--- src/rtl/t_pattern_gen_if.sv ---
// Control/status bundle between a pattern programmer and t_pattern_gen.
// master drives configuration and commands; slave is the generator.
interface t_pattern_gen_if #(
    parameter int PAT_W = 8,
    parameter int DIV_W = 8,
    parameter int RPT_W = 4
);
    localparam int IDX_W = $clog2(PAT_W);

    logic              load;
    logic [PAT_W-1:0]  pattern;
    logic [DIV_W-1:0]  divisor;
    logic [RPT_W-1:0]  repeat_n;
    logic              start;
    logic              abort;
    logic              t;
    logic              busy;
    logic              done;
    logic [IDX_W-1:0]  bit_idx;
    logic [15:0]       ones_cnt;

    modport master (
        output load, pattern, divisor, repeat_n, start, abort,
        input  t, busy, done, bit_idx, ones_cnt
    );

    modport slave (
        input  load, pattern, divisor, repeat_n, start, abort,
        output t, busy, done, bit_idx, ones_cnt
    );
endinterface

--- src/rtl/t_pattern_gen.sv ---
// Serialises a loaded pattern LSB-first onto t, each bit held divisor+1 cycles, pattern replayed repeat_n+1 times.
// Latency: t/busy valid from the edge that samples start; done pulses one cycle after the last busy cycle.
// No backpressure: load/start are only honoured in IDLE, abort stops a run at the sampling edge.
module t_pattern_gen #(
    parameter int PAT_W = 8,
    parameter int DIV_W = 8,
    parameter int RPT_W = 4
) (
    input  logic          clk,
    input  logic          rst_n,
    t_pattern_gen_if.slave bus
);
    localparam int IDX_W = $clog2(PAT_W);
    localparam logic [IDX_W-1:0] LAST_IDX = IDX_W'(PAT_W - 1);

    typedef enum logic [1:0] {IDLE, RUN, DONE} state_t;

    state_t            state, state_nxt;
    logic [PAT_W-1:0]  pat_reg, pat_nxt;
    logic [DIV_W-1:0]  div_reg, div_nxt;
    logic [RPT_W-1:0]  rep_reg, rep_nxt;
    logic [DIV_W-1:0]  div_cnt, div_cnt_nxt;
    logic [RPT_W-1:0]  rep_cnt, rep_cnt_nxt;
    logic [IDX_W-1:0]  bit_idx, bit_idx_nxt;
    logic              t_q, t_nxt;
    logic [15:0]       ones_cnt, ones_nxt;

    always_ff @(posedge clk or negedge rst_n) begin
        if (!rst_n) begin
            state    <= IDLE;
            pat_reg  <= '0;
            div_reg  <= '0;
            rep_reg  <= '0;
            div_cnt  <= '0;
            rep_cnt  <= '0;
            bit_idx  <= '0;
            t_q      <= 1'b0;
            ones_cnt <= '0;
        end else begin
            state    <= state_nxt;
            pat_reg  <= pat_nxt;
            div_reg  <= div_nxt;
            rep_reg  <= rep_nxt;
            div_cnt  <= div_cnt_nxt;
            rep_cnt  <= rep_cnt_nxt;
            bit_idx  <= bit_idx_nxt;
            t_q      <= t_nxt;
            ones_cnt <= ones_nxt;
        end
    end

    always_comb begin
        state_nxt   = state;
        pat_nxt     = pat_reg;
        div_nxt     = div_reg;
        rep_nxt     = rep_reg;
        div_cnt_nxt = div_cnt;
        rep_cnt_nxt = rep_cnt;
        bit_idx_nxt = bit_idx;
        t_nxt       = 1'b0;
        ones_nxt    = ones_cnt;

        unique case (state)
            IDLE: begin
                if (bus.load) begin
                    pat_nxt = bus.pattern;
                    div_nxt = bus.divisor;
                    rep_nxt = bus.repeat_n;
                end
                if (bus.start) begin
                    state_nxt   = RUN;
                    div_cnt_nxt = '0;
                    rep_cnt_nxt = '0;
                    bit_idx_nxt = '0;
                    ones_nxt    = '0;
                    // Same-cycle load must already steer the first bit.
                    t_nxt       = pat_nxt[0];
                end
            end
            RUN: begin
                // The cycle ending at this edge counts, including an abort edge.
                if (t_q && ones_cnt != 16'hFFFF)
                    ones_nxt = ones_cnt + 16'd1;
                if (bus.abort) begin
                    state_nxt   = IDLE;
                    bit_idx_nxt = '0;
                end else if (div_cnt == div_reg) begin
                    div_cnt_nxt = '0;
                    if (bit_idx == LAST_IDX) begin
                        bit_idx_nxt = '0;
                        if (rep_cnt == rep_reg)
                            state_nxt = DONE;
                        else
                            rep_cnt_nxt = rep_cnt + RPT_W'(1);
                    end else begin
                        bit_idx_nxt = bit_idx + IDX_W'(1);
                    end
                end else begin
                    div_cnt_nxt = div_cnt + DIV_W'(1);
                end
                if (state_nxt == RUN)
                    t_nxt = pat_reg[bit_idx_nxt];
            end
            DONE: begin
                state_nxt = IDLE;
            end
            default: begin
                state_nxt = IDLE;
            end
        endcase
    end

    assign bus.t        = t_q;
    assign bus.busy     = (state == RUN);
    assign bus.done     = (state == DONE);
    assign bus.bit_idx  = bit_idx;
    assign bus.ones_cnt = ones_cnt;

endmodule

--- src/flat_wrapper.sv ---
// flat-port wrapper written by rule: the top's interface ports become plain ports
module t_pattern_gen_flat 
#(
    parameter int PAT_W = 8,
    parameter int DIV_W = 8,
    parameter int RPT_W = 4
)
  (clk, rst_n, bus_load, bus_pattern, bus_divisor, bus_repeat_n, bus_start, bus_abort, bus_t, bus_busy, bus_done, bus_bit_idx, bus_ones_cnt);
  t_pattern_gen_if #(.PAT_W(PAT_W), .DIV_W(DIV_W), .RPT_W(RPT_W)) bus_i ();
  input  logic clk;
  input  logic rst_n;
  input wire logic [$bits(bus_i.load)-1:0] bus_load;
  input wire logic [$bits(bus_i.pattern)-1:0] bus_pattern;
  input wire logic [$bits(bus_i.divisor)-1:0] bus_divisor;
  input wire logic [$bits(bus_i.repeat_n)-1:0] bus_repeat_n;
  input wire logic [$bits(bus_i.start)-1:0] bus_start;
  input wire logic [$bits(bus_i.abort)-1:0] bus_abort;
  output wire logic [$bits(bus_i.t)-1:0] bus_t;
  output wire logic [$bits(bus_i.busy)-1:0] bus_busy;
  output wire logic [$bits(bus_i.done)-1:0] bus_done;
  output wire logic [$bits(bus_i.bit_idx)-1:0] bus_bit_idx;
  output wire logic [$bits(bus_i.ones_cnt)-1:0] bus_ones_cnt;
  assign bus_i.load = bus_load;
  assign bus_i.pattern = bus_pattern;
  assign bus_i.divisor = bus_divisor;
  assign bus_i.repeat_n = bus_repeat_n;
  assign bus_i.start = bus_start;
  assign bus_i.abort = bus_abort;
  assign bus_t = bus_i.t;
  assign bus_busy = bus_i.busy;
  assign bus_done = bus_i.done;
  assign bus_bit_idx = bus_i.bit_idx;
  assign bus_ones_cnt = bus_i.ones_cnt;
  t_pattern_gen #(.PAT_W(PAT_W), .DIV_W(DIV_W), .RPT_W(RPT_W)) u_core (.clk(clk), .rst_n(rst_n), .bus(bus_i));
endmodule
--- config.mk ---
export PLATFORM = sky130hd
export DESIGN_NAME = t_pattern_gen_flat
export DESIGN_NICKNAME = d
export VERILOG_FILES = /design/src/rtl/t_pattern_gen_if.sv /design/src/rtl/t_pattern_gen.sv /design/src/flat_wrapper.sv
export SDC_FILE = /design/constraint.sdc
export NUM_CORES = 1
export LEC_CHECK = 0
export CAP_MARGIN = 20
export CELL_PAD_IN_SITES_DETAIL_PLACEMENT = 1
export CELL_PAD_IN_SITES_GLOBAL_PLACEMENT = 2
export CORE_ASPECT_RATIO = 0.5
export CORE_MARGIN = 8
export CORE_UTILIZATION = 25
export CTS_CLUSTER_SIZE = 20
export DETAILED_ROUTE_END_ITERATION = 8
export GPL_ROUTABILITY_DRIVEN = 1
export GPL_TIMING_DRIVEN = 0
export PLACE_DENSITY_LB_ADDON = 0.05
export RECOVER_POWER = 50
export SYNTH_ARGS = -nofsm -noshare
export SYNTH_HDL_FRONTEND = slang
export SYNTH_SLANG_ARGS = --single-unit
export TNS_END_PERCENT = 1
--- constraint.sdc ---
create_clock -name clk -period 1.8 [get_ports clk]
set_input_delay 0.36 -clock clk [delete_from_list [all_inputs] [get_ports clk]]
set_output_delay 0.36 -clock clk [all_outputs]
set_load 0.05 [all_outputs]
==> results.cfg, run 1 <==
[power]
clkPwrFrac = 0.298
max-vdd-ir-drop_v = 0.000367
switching_share = 0.300
power_density_nw_per_um2 = 864
power_switching_uw = 972
pwr-share-comb = 0.243
p_total_mw = 3.24
intPower_mw = 2.27
power.leakage_nw = 1.62
power_frac_seq = 0.459

[global_routing]
grt_max_degree = 37
grt_antenna_before_repair = 0
grt_pass1_vias = 2458
grt_pass1_wl_um = 13000
gr-total-overflow = 0
grt_usage = 0.109

[outcome]
violations = setup timing
outcome = finished with violations

[critical_path]
regToRegStartpoint = u_core.rep_cnt[0]
slowest_stage = nor4_1
reg2reg_to = u_core.state[0]
start_kind = register
cp_max_fo = 5
critPathMaxStageDelay_ns = 0.78
required_ns = 1.98
path_class = reg -> reg
r2r_cells = 4
rrSetupSlack_ns = -0.27
cp.arrival_ns = 2.25
critPathLaunch = u_core.rep_cnt[0]
cp-endpoint = u_core.state[0]
cp_cell_sequence = xor2_1 > nor4_1 > a31oi_1 > or2_2
worstSetupEndpointType = register

[timing]
tightest_slew_ns = 1.10
final.min_clock_period_ns = 2.07
tns_ns = -2.31
post-route-period-util = 1.15
slew_viol_final = 0
hold_violations = 0
setup_viol = 17
setup_slack_ns = -0.271
rsz0062_at_grt = yes
fmax_mhz = 483
maxSlewHeadroom = 0.263
skew_ns = 0.00760

[drt]
drt_iter0_markers = 45
routed_wl_um = 7600
antenna_left = 0
route.vias.total = 2163
drc = 0
routed_via_density = 4.66
wire_per_inst_um = 16.4
firstDrtPassIters = 3

[clocking]
path_clk_slew_ns = 0.07
cts_root_buffer = clkbuf_16
cts_made_buffers = 5
clock_latency_ns = 0.29
post_cts_hold_buffer_count = 0
cts.sinks = 54
cts_tree = built
h-tree-depth = 2
clk_path_buf_depth = 2

[synthesis]
synth-edff-count = 0
async_reset_ff_frac = 1.00
synth_flop_cell = dfrtp_1
syn_nets = 283
synth_area_um2 = 2730
ys_types = 41
ys_ff_latch = 54
avgSynthCellArea_um2 = 10.8
syn_inst = 253
ys_seq_area_frac = 0.495
yosysWarnings = 0

[floorplan]
die_area_um2 = 14700
io_pins = 47
core_area_um2 = 10800
dieHeight_um = 89.9
rows = 27
initial_core_util = 0.253
die_x_um = 164

[cells_and_area]
largest-register = u_core.bus.ones_cnt
final_nets = 348
drive_gt1_frac = 0.279
area.growth.synth_to_final_pct = 37.2
fillers = 1236
final_util = 0.347
fin_cells = 464
num_antenna_cells = 0
largest_reg_flops = 16
fin_area_um2 = 3750

[run]
maxCapViolCount = 0

[placed_design]
dp_hpwl_um = 5600
routabilityCongestion = 0.724
dp.cells = 445
placed_cell_area_um2 = 3420
io_buffers = 46

[worst_hold_path]
min_path_type = in -> async
==> power by group through the flow <==
stage | logic [mW] | registers (mW) | clock network, mW
6_report | 0.788 | 1.49 | 0.965
5_1_grt | 0.870 | 1.51 | 1.06
4_1_cts | 0.777 | 1.49 | 1.01
3_5_place_dp | 0.642 | 1.54 | 0
3_3_place_gp | 0.622 | 1.54 | 0
2_1_floorplan | 0.376 | 1.54 | 0
==> cell type report <==
type                    count  area, um2  area share
multi-input cells         189       1470       0.392
repair buffers             58        519       0.138
well taps                 145        181      0.0484
clock buffers               7        133      0.0354
flip-flops and latches     54       1370       0.365
clock inverters             1       7.51     0.00200
inverters                   3       12.5     0.00334
plain buffers               7       56.3      0.0150
==> logic make-up after synthesis <==
group | after synthesis | synth area share
xor+xnor | 28 | 0.0897
fa+ha+maj | 5 | 0.0229
flops | 54 | 0.495
compound gates | 36 | 0.0916
mux | 29 | 0.116
simple gates | 91 | 0.168
buf+inv | 10 | 0.0169
==> cell usage after synthesis, drive strengths merged (2+ instances only) <==
library cell,count,area share
inv,2,0.0027
and3,6,0.015
mux2i,7,0.026
a21oi,4,0.0073
nand3,7,0.013
buf,2,0.0060
mux2,22,0.091
o31ai,6,0.016
nand4,9,0.021
xor2,17,0.054
dfrtp,54,0.49
o21ai,14,0.026
nand2b,4,0.0092
a31oi,2,0.0046
ha,5,0.023
nor3,3,0.0073
nor2,25,0.034
and2,5,0.011
xnor2,11,0.035
and4,5,0.016
clkbuf,5,0.0069
nand2,22,0.030
or2,2,0.0046
==> how the worst min path moves through the flow <==
stage	cells after the start	start	endpoint
floorplan	0	rst_n	u_core.bus.bit_idx[0]
global placement	1	u_core.pat_reg[3]	u_core.pat_reg[3]
finish	1	rst_n	u_core.div_reg[0]
global route	1	rst_n	u_core.div_reg[0]
CTS	1	rst_n	u_core.bus.bit_idx[2]
detailed placement	1	rst_n	u_core.div_reg[0]
==> critical path: cells and delay by family, from the launching register on <==
family | cells | cell delay (ns)
and+or+nand+nor | 2 | 1.09
DFF | 1 | 0.45
AOI/OAI and AO/OA | 1 | 0.23
xor gates and xnor gates | 1 | 0.18
==> stage by stage <==
stage,hold WS (ns),setup WS [ns]
4_1_cts,0.0411,-0.291
3_3_place_gp,0.498,-1.70
5_1_grt,0.352,-0.405
2_1_floorplan,0.0644,-0.314
3_5_place_dp,0.358,-0.639
6_report,0.254,-0.271
==> layer usage <==
layer | share of wire | routed length, um | GRT usage
met1 | 0.44 | 3370 | 0.131
met2 | 0.51 | 3860 | 0.192
met3 | 0.042 | 319 | 0.0305
met4 | 0.0055 | 42 | 0.0218
met5 | 0 | 0 | 0
==> layout by cell type (no fill, tap or decap), types with 10 or more instances in the layout <==
cell type,synthesis,final
xnor2_1,11,10
nand2_1,22,21
clkdlybuf4s50_1,0,23
dfrtp_2,0,14
xor2_1,17,17
dlygate4sd2_1,0,20
dfrtp_1,54,40
nor2_1,25,22
mux2_2,22,22
buf_4,0,10
==> what timing repair did <==
item	CTS	global route
pin swaps	13	8
setup endpoints to repair	71	26
resized for setup	51	21
setup buffers	11	0
No activity file was read; power rests on OpenSTA's default activity.
==> run 2, diff against run 1 <==
ABC_CLOCK_PERIOD_IN_PS = 1800   (was default)
SLEW_MARGIN = 10   (was default)
==> run 2 against run 1 <==
Effect of this change:
- critical path depth grew 3
- count of clock-buffer cells in the layout did not move
- via count decreased by 0.79%
- cell count did not move
- sequential share of layout area unchanged
- largest cell class unchanged
- combinational power is essentially flat
- sequential power is essentially flat
- utilization did not move
- the flow still finishes with violations (setup timing)
==> results.cfg, run 2 (synthesis gave the netlist of run 1 again) <==
[floorplan]
die_x_um = 164
die_area_um2 = 14700
io_pins = 47
initial_core_util = 0.253
dieHeight_um = 89.9
core_area_um2 = 10800
rows = 27

[cells_and_area]
final_common_cell = dfrtp_1
largest-register = u_core.bus.ones_cnt
drive_gt1_frac = 0.285
final_nets = 348
largest_reg_flops = 16
num_antenna_cells = 0
final_cell_mix = 40 x dfrtp_1, 23 x clkdlybuf4s50_1, 22 x nor2_1, 22 x mux2_2, 21 x dlygate4sd2_1
fillers = 1208
area.growth.synth_to_final_pct = 37.2
fin_cells = 464

[placed_design]
routabilityCongestion = 0.724
io_buffers = 46
dp.cells = 444
dp_hpwl_um = 5510

[clocking]
cts_tree = built
post_cts_hold_buffer_count = 0
cts.sinks = 54
h-tree-depth = 2
path_clk_slew_ns = 0.07
cts_root_buffer = clkbuf_16
cts_made_buffers = 5
clk_path_buf_depth = 2
clock_latency_ns = 0.29

[drt]
routed_via_density = 4.63
firstDrtPassIters = 4
route.vias.total = 2146
drc = 0
routed_wl_um = 7660
wire_per_inst_um = 16.5
drt_iter0_markers = 68
antenna_left = 0

[timing]
fmax_mhz = 487
maxSlewHeadroom = 0.0570
slew_viol_final = 0
skew_ns = 0.00731
holdWs_ns = 0.385
hold_violations = 0
post-route-period-util = 1.14
setup_viol = 18
final.min_clock_period_ns = 2.05
setup_slack_ns = -0.254
tightest_slew_ns = 1.41
rsz0062_at_grt = yes

[critical_path]
critPathLaunch = u_core.bus.bit_idx[0]
path_class = reg -> reg
start_kind = register
required_ns = 2.03
rrSetupSlack_ns = -0.25
cp_max_fo = 8
reg2reg_to = u_core.bus.t
worstSetupEndpointType = register
r2r_cells = 7
cp.arrival_ns = 2.29
regToRegStartpoint = u_core.bus.bit_idx[0]

[power]
p_total_mw = 3.23
power.leakage_nw = 1.62
max-vdd-ir-drop_v = 0.000352
power_density_nw_per_um2 = 861

[global_routing]
grt_max_degree = 55
grt_pass1_vias = 2404
gr-total-overflow = 0
grt_pass1_wl_um = 12800
grt_usage = 0.108
grt_antenna_before_repair = 0

[outcome]
violations = setup timing
outcome = finished with violations

[worst_hold_path]
min_path_type = in -> async

[run]
maxCapViolCount = 0
[run 2: how the worst max path moves through the flow]
stage | slack, ns | end | depth (start not counted)
floorplan | -0.31 | u_core.bus.ones_cnt[15] | 9
global placement | -1.70 | u_core.bus.ones_cnt[3] | 1
detailed placement | -0.65 | u_core.bus.ones_cnt[8] | 6
CTS | -0.28 | u_core.bus.t | 7
global route | -0.42 | u_core.bus.t | 8
finish | -0.25 | u_core.bus.t | 7
[run 2: routing by layer]
layer	track usage	vias to the layer above	share of wire
li1	-	1035	-
met1	0.128	1082	0.44
met2	0.192	24	0.51
met3	0.0314	5	0.041
met4	0.0195	0	0.0056
met5	0	-	0
[run 2: timing repair]
action	in CTS	in global routing
setup buffers	10	2
endpoints found under the setup margin	71	26
gates resized for setup	47	28
pin swaps	10	10
[run 2: power by group]
group / total (mW) / internal [mW] / switching, mW
logic: 0.785 / 0.376 / 0.408
clock network: 0.958 / 0.518 / 0.439
registers: 1.49 / 1.37 / 0.120
[run 2: layout make-up]
cell class	instances	area, um2	share of cell area
buffer	7	56.3	0.0150
clock inverter	1	7.51	0.00200
multi-input combinational	189	1470	0.393
clock buffer	7	133	0.0354
sequential	54	1370	0.365
timing repair buffer	58	517	0.138
inverter	3	13.8	0.00367
tap	145	181	0.0484
[run 2: through the flow]
step | setup TNS [ns] | setup slack [ns] | area (um2) | utilization
CTS | -2.57 | -0.276 | 3650 | 0.338
global route | -5.04 | -0.418 | 3750 | 0.347
global placement | -98.23 | -1.70 | 3410 | 0.315
floorplan | -2.94 | -0.314 | 2760 | -
detailed placement | -17.56 | -0.645 | 3400 | 0.315
finish | -1.97 | -0.254 | 3750 | 0.347
[run 2: critical path: stages (launching register included)]
cell     delay, ns
dfrtp_2       0.47
ha_1          0.22
ha_1          0.26
or3_1         0.39
o22ai_1       0.20
nand2_1       0.08
a21oi_1       0.15
o221a_2       0.22
==> run 3, diff against run 2 <==
ABC_CLOCK_PERIOD_IN_PS = 2600   (was 1800)
CELL_PAD_IN_SITES_DETAIL_PLACEMENT = default   (was 1)
CELL_PAD_IN_SITES_GLOBAL_PLACEMENT = default   (was 2)
clock period = 2.6 ns   (was 1.8 ns; I/O delays follow)
==> run 3 against run 2 <==
Effect of this change:
- the flow now finishes without violations
- register-to-register slack gained 0.63 ns
- clock power fell by 32%
- routed wire length down 12%
==> results.cfg, run 3 (synthesis gave the netlist of run 1 again) <==
[global_routing]
grt_max_degree = 55
gr-usage-met2 = 0.147
use_met3 = 0.0341
busiest_layer = met2
grt_antenna_before_repair = 0
grt_pass1_vias = 2221
grt_use_met1 = 0.127
gr-total-overflow = 0
grt_usage = 0.0948
grt_pass1_wl_um = 11500

[timing]
post-route-period-util = 0.875
slew_viol_final = 0
setup_viol = 0
skew_ns = 0.00586
rsz0062_at_grt = no
final.min_clock_period_ns = 2.27
hold_violations = 0
tightest_slew_ns = 1.42
fmax_mhz = 440
maxSlewHeadroom = 0.0524

[critical_path]
r2r_cells = 9
start_kind = register
critPathMaxStageDelay_ns = 0.54
worstSetupEndpointType = primary output
slowest_stage = dlygate4sd2_1
reg2reg_to = u_core.bus.ones_cnt[14]
cp_cell_sequence = nand2b_1 > clkinv_1 > dlygate4sd2_1
regToRegStartpoint = u_core.bus.ones_cnt[0]
rrSetupSlack_ns = 0.38
cp.arrival_ns = 1.75
path_class = reg -> out
cp_max_fo = 9
required_ns = 2.08

[cells_and_area]
fillers = 1123
largest_reg_flops = 16
num_antenna_cells = 0
final_common_cell = dfrtp_1
area.growth.synth_to_final_pct = 28.1
final_nets = 336
regArea_um2 = 1350
largest-register = u_core.bus.ones_cnt
fin_cells = 451
drive_gt1_frac = 0.124
final_cell_mix = 54 x dfrtp_1, 42 x clkdlybuf4s50_1, 25 x nor2_1, 22 x nand2_1, 22 x mux2_2
multi_input_area_um2 = 1340

[power]
max-vdd-ir-drop_v = 0.000239
power_density_nw_per_um2 = 604
power.leakage_nw = 1.45
intPower_mw = 1.50
clkPwrFrac = 0.310
power_switching_uw = 615
pwr-share-comb = 0.197
switching_share = 0.291
p_total_mw = 2.11
power_frac_seq = 0.493

[drt]
firstDrtPassIters = 4
routed_wl_um = 6710
routed_via_density = 4.60
route.vias.total = 2076
wire_per_inst_um = 14.9
drc = 0
drt_iter0_markers = 92
antenna_left = 0

[floorplan]
die_area_um2 = 14700
initial_core_util = 0.253
die_x_um = 164
io_pins = 47
rows = 27
dieHeight_um = 89.9
core_area_um2 = 10800

[run]
maxCapViolCount = 0

[clocking]
cts_made_buffers = 5
h-tree-depth = 2
cts_tree = built
clk_path_buf_depth = 2
path_clk_slew_ns = 0.07
cts.sinks = 54
cts_setup_buffers = 0
post_cts_hold_buffer_count = 0
cts_root_buffer = clkbuf_16
clock_latency_ns = 0.29
cts-resized-gates = 1

[worst_hold_path]
worstHoldStart = u_core.pat_reg[3]
holdPathStages = 1
min_path_type = reg -> reg
min_delay_worst_endpoint = u_core.pat_reg[3]

[placed_design]
io_buffers = 46
routabilityCongestion = 0.779
dp.cells = 444
dp_hpwl_um = 5000

[outcome]
outcome = complete, no violations
run 3: cell count changes in the layout (fill, tap and decap cells not counted), sizes merged:
| cell | before | now |
|---|---|---|
| buf | 14 | 2 |
| clkbuf | 14 | 13 |
| clkdlybuf4s50 | 23 | 42 |
| clkinv | 0 | 1 |
| clkinvlp | 1 | 0 |
| dlygate4sd2 | 21 | 1 |
| dlygate4sd3 | 0 | 2 |
| inv | 3 | 2 |
run 3: how the worst max path moves through the flow:
stage,start,endpoint,cells past startpoint
floorplan,u_core.bus.ones_cnt[0],u_core.bus.ones_cnt[15],9
global placement,rst_n,u_core.bus.ones_cnt[8],1
detailed placement,bus_start,u_core.bus.ones_cnt[10],6
CTS,u_core.state[1],bus_busy,3
global route,bus_start,u_core.bus.ones_cnt[3],6
finish,u_core.state[1],bus_busy,3
run 3: metrics by stage:
stage / setup WS, ns / util / setup TNS (ns) / hold slack (ns) / instance area, um2
floorplan: 0.276 / - / 0 / 0.224 / 2730
global placement: -0.817 / 0.312 / -43.87 / 0.499 / 3370
detailed placement: 0.0264 / 0.312 / 0 / 0.501 / 3370
CTS: 0.273 / 0.324 / 0 / 0.315 / 3500
global route: 0.0958 / 0.324 / 0 / 0.526 / 3500
finish: 0.326 / 0.324 / 0 / 0.513 / 3500
run 3: critical path: cells and delay by family, from the launching register on:
family	cells	cell delay, ns
AND/OR/NAND/NOR	1	0.22
buffers and inverters	2	0.89
flip-flops	1	0.36
run 3: cell type report:
| cell class | count | share of cell area |
|---|---|---|
| Clock buffer | 7 | 0.0379 |
| Timing Repair Buffer | 46 | 0.130 |
| Tap cell | 145 | 0.0518 |
| Buffer | 7 | 0.0100 |
| Sequential cell | 54 | 0.386 |
| Multi-Input combinational cell | 189 | 0.381 |
| Inverter | 3 | 0.00322 |
run 3: routing by layer:
| metal | part of all wire | vias up | routed length, um |
|---|---|---|---|
| met2 | 0.44 | 45 | 2920 |
| met5 | 0 | - | 0 |
| li1 | - | 1002 | - |
| met4 | 0.0064 | 0 | 43 |
| met3 | 0.060 | 6 | 405 |
| met1 | 0.50 | 1023 | 3340 |
run 3: power groups by stage:
stage,Sequential [mW],Combinational (mW),Clock [mW]
5_1_grt,1.06,0.467,0.711
6_report,1.04,0.416,0.656
3_5_place_dp,1.06,0.428,0
3_3_place_gp,1.06,0.420,0
2_1_floorplan,1.06,0.257,0
4_1_cts,1.05,0.427,0.691
